**config.mk**
```make
export PLATFORM = sky130hd
export DESIGN_NAME = serial_addsub
export DESIGN_NICKNAME = d
export VERILOG_FILES = /design/src/rtl/serial_addsub.sv
export SDC_FILE = /design/constraint.sdc
export NUM_CORES = 1
export LEC_CHECK = 0
export CORE_ASPECT_RATIO = 0.6
export CORE_MARGIN = 4
export CORE_UTILIZATION = 52
export DETAILED_ROUTE_END_ITERATION = 8
export PLACE_DENSITY = 0.9
export SLEW_MARGIN = 20
export SYNTH_ARGS = -nofsm -noshare
export SYNTH_HDL_FRONTEND = slang
export SYNTH_SLANG_ARGS = --single-unit
```
**constraint.sdc**
```tcl
create_clock -name clk -period 3.24 [get_ports clk]
set_clock_uncertainty 0.2 [all_clocks]
set_input_delay 0.648 -clock clk [delete_from_list [all_inputs] [get_ports clk]]
set_output_delay 0.648 -clock clk [all_outputs]
set_load 0.05 [all_outputs]
```
**src/rtl/serial_addsub.sv**
```systemverilog
// serial_addsub: bit-serial adder/subtractor built from one full-adder cell
// and a carry flip-flop. Operands are processed LSB first, one bit per clock.
// Optional signed-overflow output is enabled by defining SERIAL_ADDSUB_OVF_EN.
//
// state | meaning
// ------+---------------------------------------------------------------
// IDLE  | waiting for start; sum/co hold the last result
// RUN   | one operand bit per cycle through the full adder (WIDTH cycles)
// DONE  | one-cycle done pulse; start here is accepted back-to-back
module serial_addsub #(
  parameter int WIDTH = 8
) (
  input  logic             clk,
  input  logic             rst,
  input  logic             start,
  input  logic [WIDTH-1:0] a,
  input  logic [WIDTH-1:0] b,
  input  logic             sub,
  output logic             busy,
  output logic             done,
  output logic [WIDTH-1:0] sum,
  output logic             co
`ifdef SERIAL_ADDSUB_OVF_EN
  ,
  output logic             ovf
`endif
);

  localparam int CW = $clog2(WIDTH + 1);

  typedef enum logic [1:0] {
    S_IDLE = 2'd0,
    S_RUN  = 2'd1,
    S_DONE = 2'd2
  } state_t;

  state_t           state_q;
  state_t           state_d;
  logic             accept;
  logic             last_bit;

  logic [WIDTH-1:0] op_a;
  logic [WIDTH-1:0] op_b;
  logic             carry;
  logic [CW-1:0]    cnt;

  logic             s_bit;
  logic             c_next;

  // The single full-adder cell shared by every bit position.
  always_comb begin
    s_bit  = op_a[0] ^ op_b[0] ^ carry;
    c_next = (op_a[0] & op_b[0]) | (op_a[0] & carry) | (op_b[0] & carry);
  end

  assign last_bit = (cnt == CW'(WIDTH - 1));

  // State register.
  always_ff @(posedge clk) begin
    if (rst) state_q <= S_IDLE;
    else     state_q <= state_d;
  end

  // Next-state logic; start is honoured in IDLE and DONE, ignored in RUN.
  always_comb begin
    state_d = state_q;
    accept  = 1'b0;
    case (state_q)
      S_IDLE: begin
        if (start) begin
          accept  = 1'b1;
          state_d = S_RUN;
        end
      end
      S_RUN: begin
        if (last_bit) state_d = S_DONE;
      end
      S_DONE: begin
        if (start) begin
          accept  = 1'b1;
          state_d = S_RUN;
        end else begin
          state_d = S_IDLE;
        end
      end
      default: state_d = S_IDLE;
    endcase
  end

  assign busy = (state_q == S_RUN);
  assign done = (state_q == S_DONE);

  // Operand capture, serial shift datapath and result registers.
  always_ff @(posedge clk) begin
    if (rst) begin
      op_a  <= '0;
      op_b  <= '0;
      carry <= 1'b0;
      cnt   <= '0;
      sum   <= '0;
      co    <= 1'b0;
`ifdef SERIAL_ADDSUB_OVF_EN
      ovf   <= 1'b0;
`endif
    end else if (accept) begin
      // Subtraction is A + ~B + 1: invert B and seed the carry with 1.
      op_a  <= a;
      op_b  <= sub ? ~b : b;
      carry <= sub;
      cnt   <= '0;
      sum   <= '0;
`ifdef SERIAL_ADDSUB_OVF_EN
      ovf   <= 1'b0;
`endif
    end else if (state_q == S_RUN) begin
      sum   <= {s_bit, sum[WIDTH-1:1]};
      op_a  <= {1'b0, op_a[WIDTH-1:1]};
      op_b  <= {1'b0, op_b[WIDTH-1:1]};
      carry <= c_next;
      cnt   <= cnt + CW'(1);
      if (last_bit) begin
        co  <= c_next;
`ifdef SERIAL_ADDSUB_OVF_EN
        // Signed overflow: carry into the MSB differs from carry out of it.
        ovf <= carry ^ c_next;
`endif
      end
    end
  end

endmodule

```
==> run metrics <==
pwr/cell area=538 nW/um^2; Int Power=0.705 mW; Max Cap Violations=0; Setup violations, final=0; Total Power=between 0.9 and 1 mW; number of CTS-inserted buffers=5; placer congestion estimate=just under 0.8; clock insertion delay at the later pin of the skew report=a little under 0.3 ns; placed insts=207; Tmin final=2.53 ns; PortBufs=30; setup TNS=0 ns; Post-Syn Nets=177; antenna viol nets, final=0; CTS tree=built; CTS Hold Bufs=0; fill count=~150; Rows=13; switching power=0.239 mW; Syn Area/Cell=8.67 sq um; Post-Syn Area=between 1000 and 1500 sq um; WL per Instance=16.3 microns; Cell Area, Placed=1650 sq um; combinational power share=14.5%; commonest non-fill, non-tap cell in the layout=dfxtp_1; Clock Tree Buf Depth=2; Ys Warns=0; die area=3490 sq um; sequential power share=45.7%; cell count after synthesis=155; CP Class=flip-flop to primary output; CTS root buffer=clkbuf_8; Worst VDD drop=around 0.00036 V; Peak Freq=roughly 400 MHz; arrival time at the worst endpoint=1.69 ns; final number of hold-violating endpoints=0; Starting Density=around three fifths; H-tree Lvls=2; post-synth cell types=25; most frequent cells in the layout=dfxtp_1, clkdlybuf4s50_1, a21oi_1; Die Span Y=between 40 and 50 microns; xor/xnor share of the synthesized area=under 10%; leak pwr=0.626 nW; clock slew at reported path FFs=0.06 ns; CP startpoint kind=flip-flop; cts repair resizes=0; Synth Area in Adders=2.42%; drt via density=a little under 6; Switching Fraction=roughly 25%; vias in the first global route=1,281; multiplexer area fraction after synthesis=0.745%; HPWL after DPL=2330 microns; initial antenna violation count=0; P&R area growth vs syn=30.4%; drc violations=0; max-slew violations=0; Synth Area in Simple Gates=between 20% and 30%; core footprint=2310 sq um; maximum fanout along the worst path=5; RSZ-0062 raised after global routing=false; headroom to the max-slew limit=between 60% and 70%; Worst-Margin Slew=0.525 ns; min-delay worst type=flip-flop to flip-flop; Global Route Usage Sum=22.7%; fin crit share=78.2%; status=complete, no violations; die width=between 70 and 80 microns; #FFs+latches synth=32; CP required=2.39 ns; first-pass GRT wire length=between 5000 and 6000 microns; Final Cell Area=1750 sq um; drt total wl=3510 microns; layout cell share with drive strength beyond 1=7.57%; Compound-Gate Fraction of Synth Area=15.8%; register area share after synthesis=47.7%; Finished Layout Cells=215; TritonCTS Sinks=32; largest family of logic cells by synthesized area=simple AND/OR/NAND/NOR gates; DR pass1 iterations=4; Layout Nets=206; largest net degree at the start of global routing=31; global route overflow=0; clock group share of total power=39.8%; # Post-CTS Setup Buffers=0; I/O Pins=31; via count=1,274; nature of the critical path endpoint=primary output; diode count=0; Initial DRC Count=roughly 150
## power by group through the flow
stage | Sequential [mW] | Combinational, mW | Clock, mW
after floorplan | 0.438 | 0.0874 | 0
after global placement | 0.437 | 0.126 | 0
after detailed placement | 0.439 | 0.133 | 0
after CTS | 0.431 | 0.136 | 0.377
after global routing | 0.433 | 0.149 | 0.395
final | 0.431 | 0.137 | 0.376
## logic make-up after synthesis
| kind of cell | after synthesis |
|---|---|
| muxes | 1 |
| buffers and inverters | 15 |
| adders and majority gates | 2 |
| AOI/OAI and AO/OA | 37 |
| DFF | 32 |
| and+or+nand+nor | 58 |
| xor gates and xnor gates | 10 |
## sequential cells by signal, summed over array words and instances (netlist names)
| name | flops |
|---|---|
| cnt | 4 |
| carry | 1 |
| sum | 8 |
| co | 1 |
| state_q | 2 |
| op_b | 8 |
| op_a | 8 |
## cell type report
type	instances	area, sq um	share of cell area [%]
Clock inverter	2	35.0	2.00
Tap cell	30	37.5	2.14
Sequential cell	32	641	36.5
Inverter	2	7.51	0.428
Timing Repair Buffer	35	338	19.3
Multi-Input combinational cell	108	622	35.5
Clock buffer	6	72.6	4.14
## synth_stat cells (all sizes together)
master	number	area share, %
dfxtp	32	48
a21oi	20	7.4
nand2	19	5.3
nor3	18	6.7
buf	11	4.9
nand3	9	3.4
xor2	9	5.9
o22ai	8	3.7
a22oi	7	3.9
nand2b	3	1.6
nor2	3	0.84
clkbuf	2	0.56
inv	2	0.56
nand3b	2	1.1
nor2b	2	0.93
o21ai	2	0.74
or3	2	0.93
fa	1	1.5
ha	1	0.93
mux2i	1	0.74
xnor2	1	0.65
## per-layer routing
metal,up-vias,GRT usage (%),wire [microns]
met5,-,0,0
met4,0,14.1,118
met3,15,7.48,177
met2,55,37.9,1700
met1,605,26.0,1510
li1,599,-,-
## worst max-delay path, cell delays in order (launching register included)
cell,delay (ns)
dfxtp_1,0.44
nand2b_2,0.10
inv_2,0.06
clkdlybuf4s50_1,0.80
## through the flow
stage	hold WS [ns]	setup slack [ns]	util, %
after CTS	0.271	0.716	75.9
after detailed placement	0.259	1.02	71.2
after global placement	0.249	1.08	71.2
final	0.272	0.707	75.9
after floorplan	0.244	1.36	-
after global routing	0.282	0.666	75.9
## path summary, 6_finish.rpt
kind	start	to	slack, ns	cells past startpoint
worst min register to register	sum[0]	sum[0]	0.27	2
worst max-delay path	state_q[0]	busy	0.71	3
worst min-delay path	sum[0]	sum[0]	0.27	2
worst max register to register	state_q[0]	co	1.67	4
Power figures use the tool's default switching activity.
